==> config.mk <==
export PLATFORM = sky130hd
export DESIGN_NAME = cpu_pipe_ctrl
export DESIGN_NICKNAME = d
export VERILOG_FILES = /design/src/rtl/cpu_pipe_ctrl.sv
export SDC_FILE = /design/constraint.sdc
export NUM_CORES = 1
export LEC_CHECK = 0
export ABC_CLOCK_PERIOD_IN_PS = 4200
export CORE_UTILIZATION = 45
export CTS_CLUSTER_SIZE = 16
export DETAILED_ROUTE_END_ITERATION = 10
export GPL_ROUTABILITY_DRIVEN = 0
export HOLD_SLACK_MARGIN = 0.15
export PLACE_DENSITY = 0.71
export SYNTH_ARGS = -nofsm -noshare
export SYNTH_HDL_FRONTEND = slang
export SYNTH_SLANG_ARGS = --single-unit
==> constraint.sdc <==
create_clock -name clk -period 4.2 [get_ports clk]
set_clock_uncertainty 0.1 [all_clocks]
set_input_delay 0.84 -clock clk [delete_from_list [all_inputs] [get_ports clk]]
set_output_delay 0.84 -clock clk [all_outputs]
set_load 0.05 [all_outputs]
==> src/rtl/cpu_pipe_ctrl.sv <==
// Parametrised multicycle demo CPU: BOOT/FETCH/EXEC/HALTED control with a req/ready
// instruction fetch, GP register file and latched output channels exposed as flat buses.
module cpu_pipe_ctrl #(
   parameter  int DATA_W  = 8,
   parameter  int ADDR_W  = 8,
   parameter  int NREGS   = 4,
   parameter  int NIO     = 2,
   localparam int RIDX_W  = $clog2(NREGS),
   localparam int CH_W    = $clog2(NIO),
   localparam int INSTR_W = 3 + 3*RIDX_W + DATA_W
) (
   input  logic                    clk,
   input  logic                    rst_n,
   input  logic [INSTR_W-1:0]      mem_value,
   input  logic                    mem_ready,
   input  logic [NIO*DATA_W-1:0]   inputs,
   output logic                    mem_req,
   output logic [ADDR_W-1:0]       mem_address,
   output logic [ADDR_W-1:0]       pc,
   output logic                    halt,
   output logic [NIO*DATA_W-1:0]   outputs,
   output logic [NREGS*DATA_W-1:0] regs
);

   typedef enum logic [1:0] {S_BOOT, S_FETCH, S_EXEC, S_HALTED} state_e;
   typedef enum logic [2:0] {
      OP_IN, OP_OUT, OP_ALU, OP_LI, OP_JMP, OP_JZ, OP_HALT, OP_NOP
   } op_e;

   state_e              state_q, state_d;
   logic [ADDR_W-1:0]   pc_q, pc_d;
   logic [ADDR_W-1:0]   addr_q, addr_d;
   logic                req_q, req_d;
   logic                halt_q, halt_d;
   logic [INSTR_W-1:0]  ir_q, ir_d;
   logic [DATA_W-1:0]   regs_q [NREGS];
   logic [DATA_W-1:0]   regs_d [NREGS];
   logic [DATA_W-1:0]   outs_q [NIO];
   logic [DATA_W-1:0]   outs_d [NIO];
   logic [DATA_W-1:0]   in_ch  [NIO];

   op_e                 op;
   logic [RIDX_W-1:0]   rd, rs1, rs2;
   logic [DATA_W-1:0]   imm, rs1_val, rs2_val, alu_res;
   logic [ADDR_W-1:0]   pc_inc, next_pc;

   assign op      = op_e'(ir_q[2:0]);
   assign rd      = ir_q[3 +: RIDX_W];
   assign rs1     = ir_q[3 + RIDX_W +: RIDX_W];
   assign rs2     = ir_q[3 + 2*RIDX_W +: RIDX_W];
   assign imm     = ir_q[3 + 3*RIDX_W +: DATA_W];
   assign rs1_val = regs_q[rs1];
   assign rs2_val = regs_q[rs2];
   assign pc_inc  = pc_q + ADDR_W'(1);

   for (genvar c = 0; c < NIO; c++) begin : g_io
      assign in_ch[c]                    = inputs[c*DATA_W +: DATA_W];
      assign outputs[c*DATA_W +: DATA_W] = outs_q[c];
   end

   for (genvar r = 0; r < NREGS; r++) begin : g_regs
      assign regs[r*DATA_W +: DATA_W] = regs_q[r];
   end

   always_comb begin
      unique case (imm[1:0])
         2'd0:    alu_res = rs1_val + rs2_val;
         2'd1:    alu_res = rs1_val - rs2_val;
         2'd2:    alu_res = rs1_val & rs2_val;
         default: alu_res = rs1_val ^ rs2_val;
      endcase
   end

   always_comb begin
      next_pc = pc_inc;
      if (op == OP_JMP) begin
         next_pc = imm[ADDR_W-1:0];
      end else if (op == OP_JZ && rs1_val == '0) begin
         next_pc = imm[ADDR_W-1:0];
      end
   end

   // NOTE: every _d is given its hold value first, so no path through the case
   // below leaves a variable unassigned and no latch is inferred.
   always_comb begin
      state_d = state_q;
      pc_d    = pc_q;
      addr_d  = addr_q;
      req_d   = req_q;
      halt_d  = halt_q;
      ir_d    = ir_q;
      regs_d  = regs_q;
      outs_d  = outs_q;
      case (state_q)
         S_BOOT: begin
            req_d   = 1'b1;
            addr_d  = pc_q;
            state_d = S_FETCH;
         end
         S_FETCH: begin
            if (mem_ready) begin
               ir_d    = mem_value;
               req_d   = 1'b0;
               state_d = S_EXEC;
            end
         end
         S_EXEC: begin
            if (op == OP_HALT) begin
               halt_d  = 1'b1;
               state_d = S_HALTED;
            end else begin
               pc_d    = next_pc;
               addr_d  = next_pc;
               req_d   = 1'b1;
               state_d = S_FETCH;
            end
            case (op)
               OP_IN:   regs_d[rd] = in_ch[imm[CH_W-1:0]];
               OP_OUT:  outs_d[imm[CH_W-1:0]] = rs1_val;
               OP_ALU:  regs_d[rd] = alu_res;
               OP_LI:   regs_d[rd] = imm;
               default: ;
            endcase
         end
         default: ;
      endcase
   end

   // NOTE: state uses non-blocking assignments so every register samples the
   // pre-edge values; the register file is reset too because it drives the
   // indicator stripes and must read all-zero straight out of reset.
   always_ff @(posedge clk or negedge rst_n) begin
      if (!rst_n) begin
         state_q <= S_BOOT;
         pc_q    <= '0;
         addr_q  <= '0;
         req_q   <= 1'b0;
         halt_q  <= 1'b0;
         ir_q    <= '0;
         for (int r = 0; r < NREGS; r++) regs_q[r] <= '0;
         for (int c = 0; c < NIO; c++)   outs_q[c] <= '0;
      end else begin
         state_q <= state_d;
         pc_q    <= pc_d;
         addr_q  <= addr_d;
         req_q   <= req_d;
         halt_q  <= halt_d;
         ir_q    <= ir_d;
         regs_q  <= regs_d;
         outs_q  <= outs_d;
      end
   end

   assign mem_req     = req_q;
   assign mem_address = addr_q;
   assign pc          = pc_q;
   assign halt        = halt_q;

endmodule

======== Word-level counts from Yosys, hierarchy flattened ========
Index checks and enable logic that the tools add are counted.
cells by class
  add/sub/neg operators ................... 3
  $lt $le $gt $ge ......................... 6
  eq/ne operators ......................... 12
  mux-type cells .......................... 29
  bitwise operators ....................... 7
  reduce and logical (&&, ||, !) cells .... 18
operators with widths
  cell                   count
  $bwmux W32             3
  $mux W8                12
  $pmux W32 S3           1
  $bmux W8 S2            2
  $pmux W8 S3            1
  $bwmux W16             1
  $demux W8 S2           1
  $pmux W8 S2            1
  $reduce_and A2 Y1      7
  $eq A3 B3 Y1 const B   3
  $ge A3 B3 Y1 const B   3
  $not A2 Y3             3
  $add A8 B1 Y8 const B  1
  $add A8 B8 Y8          1
  $and A8 B8 Y8          1
  $demux W8 S1           1
  $logic_not A8 Y1       1
  $sub A8 B8 Y8          1
  $xor A8 B8 Y8          1
  $eq A3 B2 Y1 const B   2
  $pmux W2 S3            1
  $reduce_bool A3 Y1     2
  $eq A2 B1 Y1 const B   2
  $eq A2 B2 Y1 const B   2
  15 further kinds       21
storage, ports and cells
  register bits ........................... 85
  bits of input ports ..................... 36
  output and inout bits ................... 66
  word-level logic and storage cells ...... 87

======== Logic depth before layout (Yosys ltp) ========
Gate-level depths: netlist of run 1.
  depth in word-level cells ............... 10
  gate-level depth with buffers ........... 15
  gate-level depth less buffers ........... 14

======== Worst setup path after synthesis of run 1 ========
Ideal clock, no wire load.
  kind .................................... reg2reg
  start ................................... register regs_q, in the netlist regs[25]
  end ..................................... register regs_q, in the netlist regs[7]
  library setup time ...................... 0.078 ns
  arrival ................................. 3.325 ns
  required time ........................... 4.022 ns
  setup slack ............................. 0.697 ns
  stages on the path, launching flop included .. 14
  buffers on the path ..................... 0
  period minus slack after synthesis ...... 3.503 ns
  cells stage by stage .................... dfrtp_1 -> mux4_2 -> inv_1 -> ha_1 -> mux2_2 -> inv_1 -> ha_1 -> nor2b_1 -> o31ai_1 -> a2bb2oi_1 -> xnor3_1 -> o21a_1 -> a21o_1 -> a21oi_1
on the way
  word-level cells in the longest chain between the ends .. 7
  elaborated cells on any way between the ends .. 11
  classes of those cells .................. add/sub (2); mux (9)
RTL lines
  item                                                   RTL line  text
  from (decl)                                            36        logic [DATA_W-1:0] regs_q [NREGS];
  from (signal assigned)                                 149       regs_q <= regs_d;
  $bmux W8 S2 (on tied branches)                         52, 53
  $mux W8 (on tied branches) (2 in series)               52, 53
  $sub A8 B8 Y8 / $add A8 B8 Y8 (equally long branches)  68, 67
  $pmux W8 S3 (*)                                        66        unique case (imm[1:0])
  $bwmux W32 (*)                                         120       OP_ALU: regs_d[rd] = alu_res;
  $pmux W32 S3 (*)                                       117       case (op)
Mark *: on every way between the ends. The rest lies on a longest branch, timed or not. The select of a mux whose other input is x is not followed.
A chain may end at the register's enable or synchronous reset.

======== Final worst setup path of run 1 ========
  start ................................... register ir_q[7]
  end ..................................... register regs_q, in the netlist regs[7]
on the way
  word-level cells in the longest chain between the ends .. 8
  elaborated cells on any way between the ends .. 11
  classes of those cells .................. add/sub (2); mux (6); bitwise (3)
RTL lines
  item                                             RTL line  text
  from (decl)                                      35        logic [INSTR_W-1:0] ir_q, ir_d;
  from (signal assigned)                           148       ir_q <= ir_d;
  $not A2 Y3 (not written as such) (*)             53        assign rs2_val = regs_q[rs2];
  $bmux W8 S2 (*)                                  53
  $mux W8 (not written as such) (*) (2 in series)  53
  $sub A8 B8 Y8, or another cell as far along      68        2'd1: alu_res = rs1_val - rs2_val;
  $pmux W8 S3 (*)                                  66
  $bwmux W32 (*)                                   120
  $pmux W32 S3 (*)                                 117
Marked as above.

==> run metrics, run 1 <==
Hold Crit Depth=1; Final Max Tran Viols=0; number of port buffers=101; Detail Route Antenna Nets=0; critical path required time=4370 ps; Worst Setup End Kind=register; crit-path max FO=9; die area=12000 sq um; Avg Inst Size Synth=10.6 sq um; worst r2r src=ir_q[7]; CTS tree=yes; final period utilization=93.4%; r2r setup slk=280 ps; setup tns final=0 ps; outcome=completed; GRT Total Usage=24.3%; Crit path arrival time=4090 ps; clk slew on worst S/H paths=60 ps; R2R cell count=13; post-DR vias/cell=5.93; root buffer cell=clkbuf_16; worst r2r dst=regs[7]; hpwl dp=9880 microns; Worst Hold Endpoint=halt; non-filler cells, final=725; post_cts resized=0; Starting DRT DRC Count=332; CTS Buf Count=9; Setup violations, final=0; pre-CTS setup slack=307 ps; Clk Latency, worst-skew pair=340 ps; Slew HR=18.3%; Netlist Area Pre-Place=5220 sq um; CTS Hold Bufs=0; Synth Flop Type=dfrtp_1; total global routing overflow=0; Synth Net Count=551; Final WS setup=278 ps; row count=38; Vias=4300; Die H=110 microns; Post-CTS Setup Bufs=0; FMAX=255 MHz; layout overhead on the synthesized area=26.4%; Worst-Margin Slew=1220 ps; Ant. Diodes=0; Seq/Total Area, Yosys=40.7%; Longest Clk Path Bufs=2; core box area=11100 sq um; unique cell type count in the Yosys netlist=48; RSZ-0062 raised after global routing=no; DR DRC count=0; endpoints failing hold=0; share of layout cells above drive strength 1=13.8%; Ys Warns=0; Pre-antenna DRT Iters=5; hold path start=halt; Synth Area in Simple Gates=10.9%; Syn Inst Count=492; Synth Area in Compound Gates=13.6%; Final min period=3920 ps; Starting Density=47.1%; H-tree levels=3; first-pass GRT wire length=21700 microns; wirelength, routed=13700 microns; multiplexer share of the synthesized area=22.9%; largest net degree at the start of global routing=86; crit start category=register; fin nets=639; clk sink count=85; Die W=110 microns; Max Cap Viol=0; Layout Utilization=59.6%; largest family of logic cells by synthesized area=multiplexers; placed insts=709; Boundary Pins=102; Synth Register Bits=85; antenna violations before repair=0; number of global-route vias before repair=4086; Crit Path Category=reg2reg; Worst Hold Class=reg2reg; Post-Synth XOR/XNOR Area=2.78%; EDFF count, synth=0; fraction of registers with async set/reset=100%; wire per inst=18.9 microns; Synth Area in Adders=5.65%
[how the worst max path moves through the flow]
| stage | end | cells past startpoint | start |
|---|---|---|---|
| floorplan | regs[7] | 13 | regs[25] |
| global placement | regs[7] | 13 | ir_q[7] |
| detailed placement | regs[7] | 13 | ir_q[7] |
| CTS | regs[7] | 13 | ir_q[7] |
| global route | regs[7] | 14 | ir_q[7] |
| finish | regs[7] | 13 | ir_q[7] |
[registers in the layout, summed over array words and instances, names as in the netlist]
register and count:
halt 1, ir_q 17, mem_address 8, mem_req 1, outputs 16, pc 8
regs 32, state_q 2
[synthesized netlist by cell type (6+ instances only)]
cell type	instances	area (sq um)
a21o_1	7	52.6
a21oi_1	25	125
a31oi_1	14	87.6
clkbuf_1	19	71.3
dfrtp_1	85	2130
ha_1	22	275
inv_1	10	37.5
mux2_1	19	214
mux2_2	41	462
mux2i_1	16	160
mux4_2	16	360
nand2_1	42	158
nand2b_1	9	56.3
nand3_1	11	55.1
nor2_1	29	109
nor2b_1	10	62.6
nor3_1	8	40.0
o211ai_1	6	45.0
o21ai_0	14	70.1
o21ai_1	19	95.1
o22ai_1	9	56.3
xnor2_1	11	96.3
[worst max-delay path, stage by stage, from the launching register on]
cell	delay (ps)
dfrtp_1	670
mux4_2	640
nor2_1	210
nor4bb_1	320
nor2_1	90
xnor2_1	150
ha_1	310
o21ai_0	90
nor2_1	140
a2bb2oi_1	220
xnor3_1	360
o21a_1	220
a21o_1	180
a21oi_1	130
[layout make-up]
cell class,count,area [sq um]
fill,953,4480
multi-input combinational,367,2920
sequential,85,2130
clock buffer,11,243
clock inverter,5,58.8
timing repair buffer,104,1030
inverter,13,48.8
tap,140,175
[routing by layer]
metal | GRT usage (%) | share of wire (%) | vias to the layer above | wire length [microns]
met4 | 9.62 | 1.9 | 0 | 259
met3 | 4.56 | 7.5 | 23 | 1020
met5 | 0 | 0 | - | 0
li1 | - | - | 1986 | -
met2 | 36.8 | 46 | 176 | 6370
met1 | 34.4 | 44 | 2115 | 6080
[stage by stage]
stage / cell area [sq um] / hold slack (ps)
after global routing: 6600 / 387
after floorplan: 5220 / 382
after detailed placement: 6300 / 358
after global placement: 6300 / 353
after CTS: 6600 / 372
final: 6600 / 364
[cells by family after synthesis]
kind of cell / Yosys count
compound gates: 115
xor+xnor: 15
fa+ha+maj: 23
buf+inv: 40
flops: 85
mux: 92
simple gates: 122
[placed cells by master, fill, tap and decap left out, drive strengths merged, types with 2 or more instances in the layout]
cell	Yosys	final
o211ai	7	7
ha	22	22
a22oi	2	2
dfrtp	85	85
a21oi	25	25
nand2b	9	9
xnor2	11	11
o31ai	2	2
and3	4	4
nand3	11	11
nor2	29	29
o311ai	2	2
inv	13	14
mux2	60	60
nor2b	10	10
mux2i	16	16
o22a	4	4
nor4	3	3
clkdlybuf4s50	0	100
o311a	2	2
o22ai	9	9
a31oi	14	14
mux4	16	16
nand2	42	42
o21a	4	4
clkinvlp	0	2
clkbuf	19	11
xor2	3	3
a21o	7	7
nor3	8	8
buf	8	4
o21ai	33	33
Power of run 1 is not shown: default switching activity piles up to over one toggle a cycle in this logic, so the estimate is an artifact.
==> run 2: changes to the inputs <==
--- a/config.mk
+++ b/config.mk
@@ -10,6 +10,7 @@
 export CTS_CLUSTER_SIZE = 16
 export DETAILED_ROUTE_END_ITERATION = 10
 export GPL_ROUTABILITY_DRIVEN = 0
+export GPL_TIMING_DRIVEN = 0
 export HOLD_SLACK_MARGIN = 0.15
 export PLACE_DENSITY = 0.71
 export SYNTH_ARGS = -nofsm -noshare
==> run 2 against run 1 <==
Critical endpoint is now regs[31]. Die area unchanged. Largest cell class unchanged. Register-to-register slack about the same. Highest routed layer unchanged. Clock-buffer cell count unchanged. Sequential cell count unchanged. Setup slack improved by 5.1 ps. Final cell count increased by 3.3%. Sequential share of layout area decreased by 0.61 points. Non-clock buffer count increased by 25. Via count increased by 3.0%. Wire length increased by 6.5%.
==> run metrics, run 2 (synthesis results as in run 1) <==
CTS Buf Count=9 (unchanged); Post-CTS Setup Bufs=0 (unchanged); worst setup path start=ir_q[8]; Starting Density=47.1% (unchanged); most common cell after layout, fill and taps aside=clkdlybuf4s50_1; post-route cell area=6730 sq um (+1.9%); most frequent cells in the layout=clkdlybuf4s50_1, dfrtp_1, nand2_1, mux2_2, nor2_1; DR DRC count=0 (unchanged); Vias=4428 (+3.0%); total global routing overflow=0 (unchanged); worst r2r src=ir_q[8]; Ant. Diodes=0 (unchanged); Die W=110 microns (unchanged); CTS tree=yes; CTS Hold Bufs=0 (unchanged); cell family with most CP delay=compound AO/OA/AOI/OAI gates; wirelength, routed=14600 microns (+6.5%); critical path required time=4370 ps (about the same); outcome=completed; CP max stage delay=480 ps (-190 ps); crit-path max FO=9 (unchanged); fill cell count=926 (-2.8%); final period utilization=93.3% (-0.12 points); crit start category=register; RSZ-0062 raised after global routing=no; Worst-Margin Slew=1190 ps (-28.2 ps); post-DR vias/cell=5.91 (-0.32%); Crit path arrival time=4090 ps (about the same); max reg flops=32 (unchanged); number of global-route vias before repair=4525 (+11%); Buf/Inv on CP=2 (+2); Clk Latency, worst-skew pair=340 ps (about the same); Slew HR=19.8% (+1.4 points); Worst Setup End Kind=register; number of port buffers=101 (unchanged); setup tns final=0 ps (unchanged); Pre-antenna DRT Iters=5 (unchanged); Final min period=3920 ps (-5.14 ps); Longest Clk Path Bufs=2 (unchanged); endpoints failing hold=0 (unchanged); largest net degree at the start of global routing=59 (-31%); Starting DRT DRC Count=294 (-11%); Max Cap Viol=0 (unchanged); H-tree levels=3 (unchanged); die area=12000 sq um (unchanged); post_cts resized=1 (+1); Layout Utilization=60.8% (+1.2 points); wire per inst=19.5 microns (+3.1%); FMAX=255 MHz (+0.13%); row count=38 (unchanged); register area=2130 sq um (unchanged); Final Max Tran Viols=0 (unchanged); Worst Hold Class=in2async; Setup violations, final=0 (unchanged); antenna violations before repair=0 (unchanged); share of layout cells above drive strength 1=14.3% (+0.44 points); root buffer cell=clkbuf_16; Die H=110 microns (unchanged); Boundary Pins=102 (unchanged); Crit Path Category=reg2reg; area occupied by multi-input gates=2930 sq um (+0.43%); critical path cell sequence=clkbuf_1, mux4_2, inv_1, ha_1, nor4bb_1, nor2_1, xnor2_1, ha_1, o21ai_0, nor2_1, a2bb2oi_1, xnor3_1, o311ai_1, o21a_1; Crit-path slowest cell=mux4_2; dpl cell area=6440 sq um (+2.2%); fin nets=664 (+3.9%); core box area=11100 sq um (unchanged); first-pass GRT wire length=23100 microns (+6.4%); clk slew on worst S/H paths=60 ps (about the same); Detail Route Antenna Nets=0 (unchanged); clk sink count=85 (unchanged); hpwl dp=10700 microns (+8.4%); GRT Total Usage=25.9% (+1.6 points); layout overhead on the synthesized area=28.9%
-- run 2: cell types whose count changed in the layout (fill, tap and decap cells not counted) --
cell      previous run  this run
o31ai_2              0         1
nor2b_1             10         9
clkbuf_8             1         0
clkbuf_1             1        21
buf_1                0         1
buf_2                0         4
buf_4                4         1
nor3_2               0         1
buf_6                0         3
o31ai_1              2         1
inv_6                1         0
buf_16               0         1
nor3_1               8         7
nor2b_2              0         1
-- run 2: final cells by class --
class	count	area share, %
multi-input combinational	367	43.6
sequential	85	31.6
timing repair buffer	102	15.4
clock buffer	11	3.46
tap	140	2.60
buffer	27	1.91
clock inverter	4	0.744
inverter	13	0.725
-- run 2: layer usage --
metal	vias up	part of all wire, %	global-route usage, %
li1	2038	-	-
met3	29	7.1	5.99
met4	0	2.5	10.2
met2	178	48	41.8
met5	-	0	0
met1	2183	42	33.7
-- run 2: path summary, 6_finish.rpt --
path,to,slack [ps],cells after the start
worst min register to register,halt,360,1
worst min-delay path,regs[12],320,1
worst max register to register,regs[31],280,14
worst max-delay path,regs[31],280,14
max in group asynchronous,ir_q[10],3050,2
min in group clk,halt,360,1
-- run 2: through the flow --
stage | worst slack [ps] | instances | hold slack [ps]
global placement | -820 | 733 | 351
detailed placement | -42.3 | 734 | 353
finish | 283 | 749 | 321
floorplan | 697 | 492 | 382
CTS | 185 | 749 | 332
global route | 17.9 | 749 | 339
-- run 2: worst reg2reg max path, cell delays in order (launching register included) --
cell	delay (ps)
dfrtp_1	320
clkbuf_1	440
mux4_2	480
inv_1	90
ha_1	190
nor4bb_1	250
nor2_1	90
xnor2_1	140
ha_1	320
o21ai_0	100
nor2_1	100
a2bb2oi_1	290
xnor3_1	400
o311ai_1	390
o21a_1	180
Power of run 2 is left out for the same reason.
